### src/rtl/shift_pin_sin_rx.sv
// Serial-in byte receiver for the Pi-to-TI path: pin sync, MSB-first shift, valid/ready hold.
// Optional SCLK glitch filter with SHIFT_PIN_SIN_FILTER_EN.
module shift_pin_sin_rx #(
  parameter int WIDTH       = 8,
  parameter int SYNC_STAGES = 2
) (
  input  logic             C,
  input  logic             RST_N,
  input  logic             SCLK,
  input  logic             SDATA,
  input  logic             SLATCH,
  output logic [WIDTH-1:0] DOUT,
  output logic             DVALID,
  input  logic             DREADY,
  output logic             OVERRUN,
  input  logic             OVR_CLR,
  output logic             BUSY
);

  localparam int CW = (WIDTH > 2) ? $clog2(WIDTH) : 1;
`ifdef SHIFT_PIN_SIN_FILTER_EN
  localparam int GUARD = SYNC_STAGES + 2;
`else
  localparam int GUARD = SYNC_STAGES + 1;
`endif
  localparam int GW = $clog2(GUARD + 1);

  logic [SYNC_STAGES-1:0] sclk_sync;
  logic [SYNC_STAGES-1:0] sdata_sync;
  logic [SYNC_STAGES-1:0] slatch_sync;
  logic                   sclk_s;
  logic                   sdata_s;
  logic                   slatch_s;
  logic                   sclk_lvl;
  logic                   sdata_lvl;
  logic                   slatch_lvl;
  logic                   sclk_q;
  logic                   slatch_q;
  logic [GW-1:0]          gcnt;
  logic                   guard_on;
  logic                   sclk_rise;
  logic                   slatch_rise;

  logic [WIDTH-1:0] shift_r;
  logic [WIDTH-1:0] shift_n;
  logic [CW-1:0]    cnt;
  logic [CW-1:0]    cnt_n;
  logic [WIDTH-1:0] dout_n;
  logic             dvalid_n;
  logic             ovr_n;
  logic [WIDTH-1:0] byte_c;
  logic             done;

  always_ff @(posedge C or negedge RST_N) begin
    if (!RST_N) begin
      sclk_sync   <= '0;
      sdata_sync  <= '0;
      slatch_sync <= '0;
    end else begin
      sclk_sync   <= {sclk_sync[SYNC_STAGES-2:0], SCLK};
      sdata_sync  <= {sdata_sync[SYNC_STAGES-2:0], SDATA};
      slatch_sync <= {slatch_sync[SYNC_STAGES-2:0], SLATCH};
    end
  end

  assign sclk_s   = sclk_sync[SYNC_STAGES-1];
  assign sdata_s  = sdata_sync[SYNC_STAGES-1];
  assign slatch_s = slatch_sync[SYNC_STAGES-1];

`ifdef SHIFT_PIN_SIN_FILTER_EN
  logic sclk_p;
  logic sdata_d;
  logic slatch_d;

  always_ff @(posedge C or negedge RST_N) begin
    if (!RST_N) begin
      sclk_p   <= 1'b0;
      sdata_d  <= 1'b0;
      slatch_d <= 1'b0;
    end else begin
      sclk_p   <= sclk_s;
      sdata_d  <= sdata_s;
      slatch_d <= slatch_s;
    end
  end

  // level moves only when two successive samples agree; sclk_q is the held level
  assign sclk_lvl   = (sclk_s == sclk_p) ? sclk_s : sclk_q;
  assign sdata_lvl  = sdata_d;
  assign slatch_lvl = slatch_d;
`else
  assign sclk_lvl   = sclk_s;
  assign sdata_lvl  = sdata_s;
  assign slatch_lvl = slatch_s;
`endif

  assign guard_on    = (gcnt != GW'(GUARD));
  assign sclk_rise   = sclk_lvl & ~sclk_q & ~guard_on;
  assign slatch_rise = slatch_lvl & ~slatch_q & ~guard_on;

  always_ff @(posedge C or negedge RST_N) begin
    if (!RST_N) begin
      sclk_q   <= 1'b0;
      slatch_q <= 1'b0;
      gcnt     <= '0;
    end else begin
      sclk_q   <= sclk_lvl;
      slatch_q <= slatch_lvl;
      if (guard_on) gcnt <= gcnt + GW'(1);
    end
  end

  assign byte_c = {shift_r[WIDTH-2:0], sdata_lvl};

  always_comb begin
    shift_n  = shift_r;
    cnt_n    = cnt;
    dout_n   = DOUT;
    dvalid_n = DVALID;
    ovr_n    = OVERRUN;
    done     = 1'b0;
    if (slatch_rise) begin
      cnt_n   = '0;
      shift_n = '0;
    end else if (sclk_rise) begin
      if (cnt == CW'(WIDTH - 1)) begin
        done    = 1'b1;
        cnt_n   = '0;
        shift_n = '0;
      end else begin
        shift_n = byte_c;
        cnt_n   = cnt + CW'(1);
      end
    end
    if (OVR_CLR) ovr_n = 1'b0;
    // a full holding register drops the new byte unless it is drained this cycle
    if (done) begin
      if (!DVALID || DREADY) begin
        dout_n   = byte_c;
        dvalid_n = 1'b1;
      end else begin
        ovr_n = 1'b1;
      end
    end else if (DVALID && DREADY) begin
      dvalid_n = 1'b0;
    end
  end

  always_ff @(posedge C or negedge RST_N) begin
    if (!RST_N) begin
      shift_r <= '0;
      cnt     <= '0;
      DOUT    <= '0;
      DVALID  <= 1'b0;
      OVERRUN <= 1'b0;
      BUSY    <= 1'b0;
    end else begin
      shift_r <= shift_n;
      cnt     <= cnt_n;
      DOUT    <= dout_n;
      DVALID  <= dvalid_n;
      OVERRUN <= ovr_n;
      BUSY    <= (cnt_n != '0);
    end
  end

endmodule
### config.mk
export PLATFORM = sky130hd
export DESIGN_NAME = shift_pin_sin_rx
export DESIGN_NICKNAME = d
export VERILOG_FILES = /design/src/rtl/shift_pin_sin_rx.sv
export SDC_FILE = /design/constraint.sdc
export NUM_CORES = 1
export LEC_CHECK = 0
export CORE_MARGIN = 2
export CORE_UTILIZATION = 55
export CTS_CLUSTER_DIAMETER = 200
export DETAILED_ROUTE_END_ITERATION = 6
export PLACE_DENSITY = 0.81
export SLEW_MARGIN = 10
export SYNTH_ARGS = -nofsm -noshare
export SYNTH_HDL_FRONTEND = slang
export SYNTH_SLANG_ARGS = --single-unit
### constraint.sdc
create_clock -name C -period 3.34 [get_ports C]
set_input_delay 0.501 -clock C [delete_from_list [all_inputs] [get_ports C]]
set_output_delay 0.501 -clock C [all_outputs]
set_load 0.005 [all_outputs]
# [Word level (Yosys, flattened, before mapping)]
# Index checks and enable logic that the tools add are counted.
# Widths: inputs -> output; s select.
[op_classes] reduce_logical=8 mux=15 addsub=2 n_bitwise=7 n_eq_ne=3
[op_table] op="$mux 7" count=3
[op_table] op="$mux 1" count=9
[op_table] op="$mux 3" count=3
[op_table] op="$and 1x1->1" count=4
[op_table] op="$reduce_and 2->1" count=2
[op_table] op="$reduce_bool 2->1" count=2
[op_table] op="$add 3x1->3 const B" count=1
[op_table] op="$eq 3x3->1 const B" count=1
[op_table] op="$not 1->1" count=3
[op_table] op="$reduce_bool 3->1" count=1
[op_table] op="$add 2x1->2 const B" count=1
[op_table] op="$ne 2x1->1 const B" count=1
[op_table] op="$ne 2x2->1 const B" count=1
[op_table] op="$logic_and 1x1->1" count=1
[op_table] op="$logic_not 1->1" count=1
[op_table] op="$logic_or 1x1->1" count=1
[totals] regBits=31 elab_cells=47 in_bits=7

# [Longest topological paths before layout]
# Gate-level depths: netlist (run 1).
[depth] word_depth=7 depth_mapped=5 mapped_depth_nobuf=5

# [Worst setup path before layout (run 1)]
# No wires, ideal clock.
[synth_timing] path_kind="register to register" from="register gcnt[0]" to="register DOUT[0]" path_stages_with_launch=6 required_ns=3.215 period_less_slack_ns=1.485 setup_slack_ns=1.855 setup_ns=0.125 path_buffers=1 arrival_ns=1.360 path_cell_list="dfrtp_1 -> ha_1 -> buf_6 -> and3b_4 -> nand4_4 -> mux2_2"
[synth_between] elab_chain_cells=6 elab_cells_between_ends=7 classes_between="eq/ne: 1; mux: 2; bitwise: 3; reduce/logical: 1"
[synth_rtl] item="start, declared" line_no="39" text="logic [GW-1:0] gcnt;"
[synth_rtl] item="start signal, assigned" line_no="109" text="if (guard_on) gcnt <= gcnt + GW'(1);"
[synth_rtl] item="$ne 2x2->1 (*)" line_no="97" text="assign guard_on = (gcnt != GW'(GUARD));"
[synth_rtl] item="$not 1->1 (*)" line_no="98, 99"
[synth_rtl] item="$and 1x1->1" line_no="98" text="assign sclk_rise = sclk_lvl & ~sclk_q & ~guard_on;"
[synth_rtl] item="$mux 1" line_no="125" text="end else if (sclk_rise) begin"
[synth_rtl] item="$mux 1 (*)" line_no="122" text="if (slatch_rise) begin"
[synth_rtl] item="$reduce_and 2->1 (no line) (*)"
[synth_rtl] item="end signal, assigned" line_no="160" text="DOUT <= dout_n;"
[synth_rtl] item="end, declared" line_no="12" text="output logic [WIDTH-1:0] DOUT,"
# Every way passes the cells marked *; elsewhere a longest branch is shown, timed or not.
# A chain may end at the register's enable or synchronous reset.

# [Final worst setup path (run 1)]
[layout_timing] from="register DOUT[0]" to="output DOUT[0]"
# No word-level cell between the ends.

==> insert_results.sql, run 1 <==
INSERT INTO impl_metrics (metric_group, metric, value, unit) VALUES
('global_route', 'globalRouteTotalUtil', '0.191', ''),
('synth', 'synth-seq-area-share', '0.658', ''),
('cts', 'clk_pin_slew_worst_paths', '0.10', 'ns'),
('critical_path', 'r2r_cells', '4', ''),
('synth', 'synth.area.top_cells', 'sky130_fd_sc_hd__dfrtp_1, sky130_fd_sc_hd__mux2_2, sky130_fd_sc_hd__a22o_1', ''),
('global_route', 'global_route.overflow_total', '0', ''),
('sta', 'slew_violations', '0', ''),
('cts', 'depth_of_the_cts_h_tree', '2', ''),
('synth', 'yosys-mux-area-fraction', '0.0860', ''),
('critical_path', 'timing.critical_path.required', '2.84', 'ns'),
('cts', 'clock_sinks', '31', ''),
('floorplanning', 'die_h', '50.3', 'microns'),
('job', 'maxCapViolations', '0', ''),
('finish', 'nFillCells', '132', ''),
('routing', 'drt-pass1-iter-count', '2', ''),
('sta', 'largest_clock_skew_in_the_final_design', '0.00918', 'ns'),
('synth', 'yosys_warnings', '0', ''),
('floorplanning', 'start_util', '0.595', ''),
('global_route', 'pin_count_of_the_biggest_net_entering_global_routing', '32', ''),
('synth', 'synth_adder_area_share', '0.0318', ''),
('hold_path', 'min_to', 'sclk_sync[1]$_DFF_PN0_', ''),
('hold_path', 'min-delay-path-class', 'reg -> reg', ''),
('critical_path', 'kind_of_critical_path', 'reg -> out', ''),
('placement', 'dp_hpwl', '1290', 'microns'),
('hold_path', 'worst_hold_path.num_cells', '0', ''),
('critical_path', 'timing.critical_path.arrival', '1.20', 'ns'),
('floorplanning', 'design.portCount', '18', ''),
('finish', 'mostFrequentLayoutCell', 'sky130_fd_sc_hd__dfrtp_1', ''),
('sta', 'timing.slew.headroom', '0.687', ''),
('floorplanning', 'area_inside_the_core_boundary', '1980', 'sq um'),
('sta', 'rsz0062_at_grt', 'false', ''),
('outcome', 'run_status', 'completed', ''),
('finish', 'finish.net_count', '112', ''),
('global_route', 'first_global_vias', '761', ''),
('cts', 'cts_buffers', '5', ''),
('synth', 'synth.largest_area_cell', 'sky130_fd_sc_hd__dfrtp_1', ''),
('critical_path', 'cp_max_fanout', '2', ''),
('synth', 'yosys.cell_types.count', '23', ''),
('synth', 'syn-instance-count', '78', ''),
('synth', 'mappedNetlistNets', '88', ''),
('synth', 'syn-cell-area', '1180', 'sq um'),
('synth', 'synth_seq_cells', '31', ''),
('floorplanning', 'floorplan.die.width', '50.3', 'microns'),
('finish', 'antenna_cells_inserted', '0', ''),
('critical_path', 'regToRegSetupSlack', '1.71', 'ns'),
('synth', 'main_combinational_cell_family_by_area_after_synthesis', 'simple AND/OR/NAND/NOR gates', ''),
('finish', 'areaGrowthSynthToFinish', '22.8', '%'),
('pwr', 'max-vdd-ir-drop', '0.430', 'mV'),
('sta', 'timing.final.setup_violations', '0', ''),
('placement', 'port_buffers', '17', ''),
('synth', 'post_synth_xor_area_fraction', '0.00743', ''),
('routing', 'number_of_nets_with_antenna_violations_after_routing', '0', ''),
('cts', 'cts_tree', 'built', ''),
('hold_path', 'hold_path.startpoint', 'sclk_sync[0]$_DFF_PN0_', ''),
('sta', 'min_period', '1.70', 'ns'),
('synth', 'synth_compound_gate_area_share', '0.0913', ''),
('finish', 'final_core_utilization', '0.730', ''),
('routing', 'via_per_inst', '5.58', ''),
('cts', 'number_of_buffers_inserted_for_hold_repair_after_clock_tree_synthesis', '0', ''),
('finish', 'layout_cells_sized_above_1', '0.204', ''),
('sta', 'post-route-period-util', '0.510', ''),
('cts', 'buffer_type_at_the_clock_tree_root', 'sky130_fd_sc_hd__clkbuf_4', ''),
('sta', 'finalSetupTns', '0', 'ns'),
('pwr', 'power.density', '499', 'nW/um^2'),
('routing', 'drc', '0', ''),
('routing', 'wl_per_cell', '15.4', 'microns'),
('placement', 'finalWeightedCongestion', '0.781', ''),
('critical_path', 'crit_path_cell_trace', 'clkdlybuf4s50_1', ''),
('synth', 'netlist.area_leader.share', '0.658', ''),
('floorplanning', 'placement_rows', '16', ''),
('sta', 'hold_viol', '0', '');
area by class of cell:
| type | instances | area [sq um] | area share |
|---|---|---|---|
| Sequential cell | 31 | 776 | 0.536 |
| Multi-Input combinational cell | 44 | 384 | 0.265 |
| Timing Repair Buffer | 18 | 178 | 0.123 |
| Clock buffer | 8 | 68.8 | 0.0475 |
| Tap cell | 27 | 33.8 | 0.0233 |
| Inverter | 2 | 7.51 | 0.00519 |
where the power goes:
group	switching, W	total, W	leakage, nW	internal, W
sequential	0.0000121	0.000407	0.395	0.000395
combinational	0.0000336	0.0000708	0.237	0.0000373
clock	0.000120	0.000244	0.0386	0.000124
total	0.000166	0.000722	0.671	0.000556
stage by stage:
stage	setup slack (ns)	hold WS, ns	instance area [sq um]	total power [W]	instances
after global routing	1.55	0.372	1450	0.000751	130
after CTS	1.63	0.357	1450	0.000727	130
after global placement	1.56	0.332	1380	0.000480	122
after floorplan	1.86	0.205	1180	0.000445	78
after detailed placement	1.53	0.336	1380	0.000483	122
final	1.64	0.354	1450	0.000722	130
state kept, by name (all words and copies together) (netlist names):
name,count
slatch_sync,2
gcnt,2
sclk_q,1
cnt,3
BUSY,1
slatch_q,1
OVERRUN,1
sclk_sync,2
sdata_sync,2
DOUT,8
DVALID,1
shift_r,7
synthesized netlist by cell type:
cell                       number
sky130_fd_sc_hd__a21bo_2        1
sky130_fd_sc_hd__o22ai_1        1
sky130_fd_sc_hd__nand2_1        2
sky130_fd_sc_hd__nand4_4        1
sky130_fd_sc_hd__and3b_4        1
sky130_fd_sc_hd__o221ai_1       2
sky130_fd_sc_hd__nor3_2         1
sky130_fd_sc_hd__nor2b_1        1
sky130_fd_sc_hd__nor4bb_1       1
sky130_fd_sc_hd__o21a_1         1
sky130_fd_sc_hd__nand3_1        1
sky130_fd_sc_hd__mux2_2         9
sky130_fd_sc_hd__inv_1          2
sky130_fd_sc_hd__a22o_1         7
sky130_fd_sc_hd__dfrtp_1       31
sky130_fd_sc_hd__buf_6          1
sky130_fd_sc_hd__nor2_1         4
sky130_fd_sc_hd__nor3b_1        1
sky130_fd_sc_hd__o21ai_0        1
sky130_fd_sc_hd__xnor2_1        1
sky130_fd_sc_hd__ha_1           3
sky130_fd_sc_hd__nand2b_1       3
sky130_fd_sc_hd__nand3b_1       2
cell families after synthesis:
kind of cell | Yosys count
XOR/XNOR | 1
adder cells (fa/ha/maj) | 3
AND/OR/NAND/NOR | 18
AO/OA/AOI/OAI | 13
multiplexers | 9
flip-flops | 31
buffers and inverters | 3
per-layer routing:
layer  wire length, microns  GRT usage
met5                      0          0
met4                     87      0.117
met3                    131     0.0804
met2                    957      0.294
met1                    820      0.220
how the worst max path moves through the flow:
stage	from	end	slack, ns	cells after the start
5_1_grt	cnt[0]$_DFF_PN0_	BUSY$_DFF_PN0_	1.55	5
4_1_cts	DOUT[0]$_DFFE_PN0P_	DOUT[0]	1.63	1
6_report	DOUT[0]$_DFFE_PN0P_	DOUT[0]	1.64	1
3_5_place_dp	DREADY	DOUT[6]$_DFFE_PN0P_	1.53	4
2_1_floorplan	gcnt[0]$_DFFE_PN0P_	DOUT[0]$_DFFE_PN0P_	1.86	5
3_3_place_gp	DREADY	DOUT[1]$_DFFE_PN0P_	1.56	4
No activity file was read; power rests on OpenSTA's default activity.
==> run 2, diff against run 1 <==
- CORE_UTILIZATION: 55 -> 51
- PLACE_DENSITY: 0.81 -> 0.76
- clock period: 3.34 -> 1.6 ns (I/O delays scaled with it)
==> insert_results.sql, run 2 (synthesis results as in run 1) <==
INSERT INTO impl_metrics (metric_group, metric, value, unit) VALUES
('outcome', 'run_status', 'completed', ''),
('sta', 'largest_clock_skew_in_the_final_design', '0.00594', 'ns'),
('routing', 'wl_per_cell', '12.9', 'microns'),
('critical_path', 'timing.critical_path.required', '1.85', 'ns'),
('routing', 'drt-pass1-iter-count', '4', ''),
('floorplanning', 'placement_rows', '17', ''),
('placement', 'dp_hpwl', '1240', 'microns'),
('sta', 'timing.final.setup_violations', '0', ''),
('floorplanning', 'die_h', '52.1', 'microns'),
('placement', 'dp.cells', '125', ''),
('finish', 'areaGrowthSynthToFinish', '25.3', '%'),
('global_route', 'global_route.overflow_total', '0', ''),
('cts', 'cts_tree', 'built', ''),
('job', 'maxCapViolations', '0', ''),
('critical_path', 'critical_path.reg2reg.startpoint', 'cnt[0]$_DFF_PN0_', ''),
('cts', 'clock_sinks', '31', ''),
('sta', 'timing.slew.headroom', '0.763', ''),
('placement', 'port_buffers', '17', ''),
('floorplanning', 'floorplan.die.width', '52.1', 'microns'),
('cts', 'cts_buffers', '5', ''),
('global_route', 'globalRouteTotalUtil', '0.155', ''),
('sta', 'tightestPinTransition', '0.356', 'ns'),
('routing', 'drc', '0', ''),
('sta', 'fmaxAchievable', '0.689', 'GHz'),
('global_route', 'grt_antenna_before_repair', '0', ''),
('cts', 'clock_latency', '0.34', 'ns'),
('sta', 'min_period', '1.45', 'ns'),
('cts', 'cts_repair_resize_count', '0', ''),
('critical_path', 'start_kind', 'flip-flop', ''),
('floorplanning', 'design.portCount', '18', ''),
('finish', 'number_of_non_filler_instances_in_the_completed_layout', '133', ''),
('pwr', 'power.density', '1030', 'nW/um^2'),
('sta', 'final.setup.worst_slack', '0.148', 'ns'),
('cts', 'buffer_type_at_the_clock_tree_root', 'sky130_fd_sc_hd__clkbuf_4', ''),
('global_route', 'grt_pass1_wl', '2860', 'microns'),
('sta', 'holdWs', '0.271', 'ns'),
('sta', 'finalSetupTns', '0', 'ns'),
('finish', 'antenna_cells_inserted', '0', ''),
('sta', 'rsz0062_at_grt', 'false', ''),
('critical_path', 'critical_path.reg2reg.endpoint', 'BUSY$_DFF_PN0_', ''),
('routing', 'wl', '1710', 'microns'),
('finish', 'biggestRegsByFlops', 'DOUT: 8 flops, shift_r: 7 flops, cnt: 3 flops', ''),
('finish', 'layout_common_cells', 'sky130_fd_sc_hd__dfrtp_1, sky130_fd_sc_hd__clkdlybuf4s50_1, sky130_fd_sc_hd__mux2_2, sky130_fd_sc_hd__a22o_1, sky130_fd_sc_hd__clkbuf_4', ''),
('critical_path', 'r2r_cells', '5', ''),
('pwr', 'p_total', '0.00152', 'W'),
('cts', 'clk_pin_slew_worst_paths', '0.10', 'ns'),
('critical_path', 'regToRegSetupSlack', '0.15', 'ns'),
('routing', 'via_per_inst', '5.35', ''),
('critical_path', 'timing.critical_path.arrival', '1.70', 'ns'),
('floorplanning', 'dieArea', '2710', 'sq um'),
('routing', 'drt_first_iter_violations', '7', ''),
('pwr', 'power.static_leakage', '0.677', 'nW'),
('critical_path', 'kind_of_critical_path', 'reg -> reg', ''),
('routing', 'number_of_nets_with_antenna_violations_after_routing', '0', ''),
('cts', 'cts_setup_buffers', '0', ''),
('sta', 'post-route-period-util', '0.908', ''),
('finish', 'largest_register_ffs', '8', ''),
('critical_path', 'cp_max_fanout', '4', ''),
('finish', 'regMostFlops', 'DOUT', ''),
('sta', 'hold_viol', '0', ''),
('cts', 'cts-root-to-sink-buffers', '2', ''),
('floorplanning', 'start_util', '0.538', ''),
('routing', 'via_total_after_detailed_routing', '711', ''),
('global_route', 'first_global_vias', '694', ''),
('floorplanning', 'area_inside_the_core_boundary', '2190', 'sq um'),
('finish', 'layout_cells_sized_above_1', '0.248', ''),
('cts', 'depth_of_the_cts_h_tree', '2', ''),
('global_route', 'pin_count_of_the_biggest_net_entering_global_routing', '32', ''),
('placement', 'finalWeightedCongestion', '0.825', ''),
('placement', 'setup_slack_placement', '0.0641', 'ns'),
('sta', 'slew_violations', '0', ''),
('pwr', 'max-vdd-ir-drop', '0.852', 'mV'),
('hold_path', 'min-delay-path-class', 'in -> async', ''),
('cts', 'number_of_buffers_inserted_for_hold_repair_after_clock_tree_synthesis', '0', ''),
('critical_path', 'crit_path_end_kind', 'flip-flop', ''),
('finish', 'mostFrequentLayoutCell', 'sky130_fd_sc_hd__dfrtp_1', ''),
('finish', 'finish.net_count', '114', '');
==> run 2: area by class of cell <==
type                       instances  area (sq um)
sequential                        31           776
fill                             157           714
multi-input combinational         44           393
timing repair buffer              20           193
clock buffer                       7          65.1
tap                               28          35.0
clock inverter                     1          7.51
inverter                           2          7.51
==> run 2: how the worst max path moves through the flow <==
stage / slack, ns / endpoint / startpoint / cells after the start
floorplan: 0.12 / DOUT[0]$_DFFE_PN0P_ / gcnt[0]$_DFFE_PN0P_ / 5
global placement: 0.08 / DOUT[0]$_DFFE_PN0P_ / DREADY / 4
detailed placement: 0.06 / DOUT[5]$_DFFE_PN0P_ / DREADY / 4
CTS: 0.07 / BUSY$_DFF_PN0_ / cnt[0]$_DFF_PN0_ / 5
global route: 0.03 / BUSY$_DFF_PN0_ / cnt[0]$_DFF_PN0_ / 5
finish: 0.15 / BUSY$_DFF_PN0_ / cnt[0]$_DFF_PN0_ / 5
==> run 2: routing by layer <==
layer / wire, microns / vias up / track usage
met5: 0 / - / 0
met4: 53 / 0 / 0.132
met3: 100 / 5 / 0.0546
met2: 841 / 18 / 0.243
met1: 717 / 352 / 0.165
li1: - / 336 / -
==> run 2: critical path, cell delays in order (launching register included) <==
cell and delay [ns]:
sky130_fd_sc_hd__dfrtp_1 0.41, sky130_fd_sc_hd__ha_1 0.21, sky130_fd_sc_hd__ha_2 0.22, sky130_fd_sc_hd__nor4bb_2 0.26
sky130_fd_sc_hd__o221ai_1 0.18, sky130_fd_sc_hd__o221ai_1 0.10
==> run 2: report_power, final <==
| part | internal (W) | total (W) | switching [W] |
|---|---|---|---|
| registers | 0.000825 | 0.000851 | 0.0000260 |
| logic | 0.0000815 | 0.000143 | 0.0000617 |
| clock network | 0.000256 | 0.000523 | 0.000267 |
==> run 2: through the flow <==
step	cell area [sq um]	util
after detailed placement	1400	0.637
after global routing	1480	0.674
after CTS	1470	0.670
after global placement	1400	0.637
after floorplan	1180	-
final	1480	0.674
==> run 3, diff against run 2 <==
- CORE_UTILIZATION: 51 -> 59
- DONT_BUFFER_PORTS: default -> 1
- PLACE_DENSITY: 0.76 -> 0.75
==> insert_results.sql, run 3 (synthesis results as in run 1) <==
INSERT INTO impl_metrics (metric_group, metric, value, unit) VALUES
('sta', 'hold_viol', '0', ''),
('critical_path', 'crit_path_cell_trace', 'ha_1 > ha_2 > nor4bb_1 > o221ai_1 > o221ai_1', ''),
('finish', 'finish.instance_area', '1380', 'sq um'),
('placement', 'port_buffers', '0', ''),
('critical_path', 'critical_path.reg2reg.endpoint', 'BUSY$_DFF_PN0_', ''),
('hold_path', 'hold_path.startpoint', 'DREADY', ''),
('finish', 'mostFrequentLayoutCell', 'sky130_fd_sc_hd__dfrtp_1', ''),
('critical_path', 'regToRegSetupSlack', '0.11', 'ns'),
('finish', 'antenna_cells_inserted', '0', ''),
('sta', 'largest_clock_skew_in_the_final_design', '0.0114', 'ns'),
('critical_path', 'crit_path_end_kind', 'flip-flop', ''),
('floorplanning', 'placement_rows', '16', ''),
('critical_path', 'r2r_cells', '5', ''),
('sta', 'final.setup.worst_slack', '0.114', 'ns'),
('critical_path', 'critical_path.top_delay_family', 'adder cells', ''),
('cts', 'cts_buffers', '5', ''),
('finish', 'final_core_utilization', '0.715', ''),
('cts', 'clk_pin_slew_worst_paths', '0.08', 'ns'),
('hold_path', 'min-delay-path-class', 'in -> reg', ''),
('finish', 'largest_register_ffs', '8', ''),
('hold_path', 'min_to', 'DVALID$_DFFE_PN0P_', ''),
('floorplanning', 'dieArea', '2370', 'sq um'),
('cts', 'depth_of_the_cts_h_tree', '2', ''),
('sta', 'tightestPinTransition', '0.252', 'ns'),
('sta', 'timing.slew.headroom', '0.832', ''),
('floorplanning', 'die_h', '48.7', 'microns'),
('critical_path', 'kind_of_critical_path', 'reg -> reg', ''),
('critical_path', 'start_kind', 'flip-flop', ''),
('critical_path', 'critPathBufInv', '0', ''),
('pwr', 'clock_power_share', '0.393', ''),
('critical_path', 'critical_path.slowest_cell', 'sky130_fd_sc_hd__dfrtp_1', ''),
('finish', 'layout_common_cells', 'sky130_fd_sc_hd__dfrtp_1, sky130_fd_sc_hd__mux2_2, sky130_fd_sc_hd__a22o_1, sky130_fd_sc_hd__clkbuf_4, sky130_fd_sc_hd__dlygate4sd3_1', ''),
('global_route', 'grt_pass1_wl', '3080', 'microns'),
('global_route', 'first_global_vias', '696', ''),
('floorplanning', 'area_inside_the_core_boundary', '1920', 'sq um'),
('sta', 'min_period', '1.49', 'ns'),
('finish', 'layout_cells_sized_above_1', '0.269', ''),
('sta', 'rsz0062_at_grt', 'false', ''),
('critical_path', 'critPathMaxStageDelay', '0.41', 'ns'),
('pwr', 'pint', '0.00125', 'W'),
('sta', 'finalSetupTns', '0', 'ns'),
('routing', 'drt-pass1-iter-count', '4', ''),
('pwr', 'sw_frac_of_total', '0.217', ''),
('routing', 'wl_per_cell', '15.1', 'microns'),
('critical_path', 'critPathMostFrequentCell', 'sky130_fd_sc_hd__o221ai_1', ''),
('pwr', 'power.density', '1160', 'nW/um^2'),
('global_route', 'grt_antenna_before_repair', '0', ''),
('sta', 'slew_violations', '0', ''),
('placement', 'dp_hpwl', '1190', 'microns'),
('cts', 'cts-root-to-sink-buffers', '2', ''),
('job', 'maxCapViolations', '0', ''),
('global_route', 'pin_count_of_the_biggest_net_entering_global_routing', '32', ''),
('cts', 'cts_tree', 'built', ''),
('critical_path', 'timing.critical_path.arrival', '1.73', 'ns'),
('routing', 'wl', '1810', 'microns'),
('critical_path', 'critical_path.reg2reg.startpoint', 'cnt[0]$_DFF_PN0_', ''),
('pwr', 'max-vdd-ir-drop', '0.900', 'mV'),
('finish', 'finish.net_count', '102', ''),
('sta', 'post-route-period-util', '0.929', ''),
('pwr', 'pwr-share-seq', '0.538', ''),
('routing', 'number_of_nets_with_antenna_violations_after_routing', '0', ''),
('floorplanning', 'floorplan.die.width', '48.7', 'microns'),
('routing', 'via_per_inst', '5.69', ''),
('placement', 'dpl-instance-area', '1220', 'sq um'),
('pwr', 'comb_power_share', '0.069', ''),
('routing', 'drt_first_iter_violations', '21', ''),
('placement', 'setup_slack_placement', '0.0916', 'ns'),
('global_route', 'globalRouteTotalUtil', '0.183', ''),
('cts', 'cts_setup_buffers', '0', ''),
('finish', 'regMostFlops', 'DOUT', ''),
('routing', 'drc', '0', ''),
('finish', 'nFillCells', '143', ''),
('placement', 'finalWeightedCongestion', '0.837', ''),
('outcome', 'run_status', 'completed', ''),
('cts', 'clock_sinks', '31', ''),
('sta', 'timing.final.setup_violations', '0', ''),
('finish', 'areaGrowthSynthToFinish', '16.7', '%'),
('routing', 'via_total_after_detailed_routing', '683', ''),
('global_route', 'global_route.overflow_total', '0', ''),
('cts', 'buffer_type_at_the_clock_tree_root', 'sky130_fd_sc_hd__clkbuf_4', ''),
('pwr', 'power.static_leakage', '0.651', 'nW'),
('pwr', 'p_switching', '0.000345', 'W'),
('hold_path', 'worst_hold_path.num_cells', '2', ''),
('floorplanning', 'design.portCount', '18', ''),
('critical_path', 'timing.critical_path.required', '1.84', 'ns'),
('sta', 'fmaxAchievable', '0.673', 'GHz'),
('critical_path', 'cp_max_fanout', '4', ''),
('cts', 'clock_latency', '0.33', 'ns'),
('floorplanning', 'start_util', '0.613', ''),
('finish', 'biggestRegsByFlops', 'DOUT: 8 flops, shift_r: 7 flops, cnt: 3 flops', '');
run 3: stage by stage:
stage	total power [W]	cells	hold slack, ns
after floorplan	0.000928	78	-0.0556
after global placement	0.000947	106	-0.0548
after detailed placement	0.000953	106	-0.0549
after CTS	0.00162	120	0.182
after global routing	0.00167	120	0.207
final	0.00159	120	0.191
run 3: worst reg2reg max path, stage by stage (launching register included):
cell	delay, ns
sky130_fd_sc_hd__dfrtp_1	0.41
sky130_fd_sc_hd__ha_1	0.21
sky130_fd_sc_hd__ha_2	0.21
sky130_fd_sc_hd__nor4bb_1	0.28
sky130_fd_sc_hd__o221ai_1	0.18
sky130_fd_sc_hd__o221ai_1	0.10
run 3: layout make-up:
class	instances	area, sq um	share of cell area
repair buffers	8	85.1	0.0619
multi-input cells	44	387	0.281
clock buffers	6	51.3	0.0373
clock inverters	2	35.0	0.0255
flip-flops and latches	31	776	0.564
well taps	27	33.8	0.0246
inverters	2	7.51	0.00546
run 3: power groups by stage:
| stage | registers (W) | logic [W] | clock network, W |
|---|---|---|---|
| floorplan | 0.000862 | 0.0000665 | 0 |
| global placement | 0.000869 | 0.0000783 | 0 |
| detailed placement | 0.000872 | 0.0000805 | 0 |
| CTS | 0.000856 | 0.000111 | 0.000654 |
| global route | 0.000863 | 0.000126 | 0.000686 |
| finish | 0.000857 | 0.000110 | 0.000626 |
run 3: worst max-delay path by stage:
stage,end,startpoint,cells past startpoint
finish,BUSY$_DFF_PN0_,cnt[0]$_DFF_PN0_,5
CTS,BUSY$_DFF_PN0_,cnt[0]$_DFF_PN0_,5
floorplan,DOUT[0]$_DFFE_PN0P_,gcnt[0]$_DFFE_PN0P_,5
global route,BUSY$_DFF_PN0_,cnt[0]$_DFF_PN0_,5
detailed placement,BUSY$_DFF_PN0_,cnt[0]$_DFF_PN0_,5
global placement,DOUT[3]$_DFFE_PN0P_,cnt[0]$_DFF_PN0_,4
run 3: layer usage:
layer / wire, microns / track usage / part of all wire
met5: 0 / 0 / 0
met4: 46 / 0.105 / 0.025
met3: 135 / 0.0957 / 0.075
met2: 790 / 0.276 / 0.44
met1: 839 / 0.209 / 0.46
run 3: what timing repair did:
item	in CTS	in global routing
endpoints found under the setup margin	0	1
hold buffers	6	0
endpoints found under the hold margin	35	0
gates resized for setup	0	1
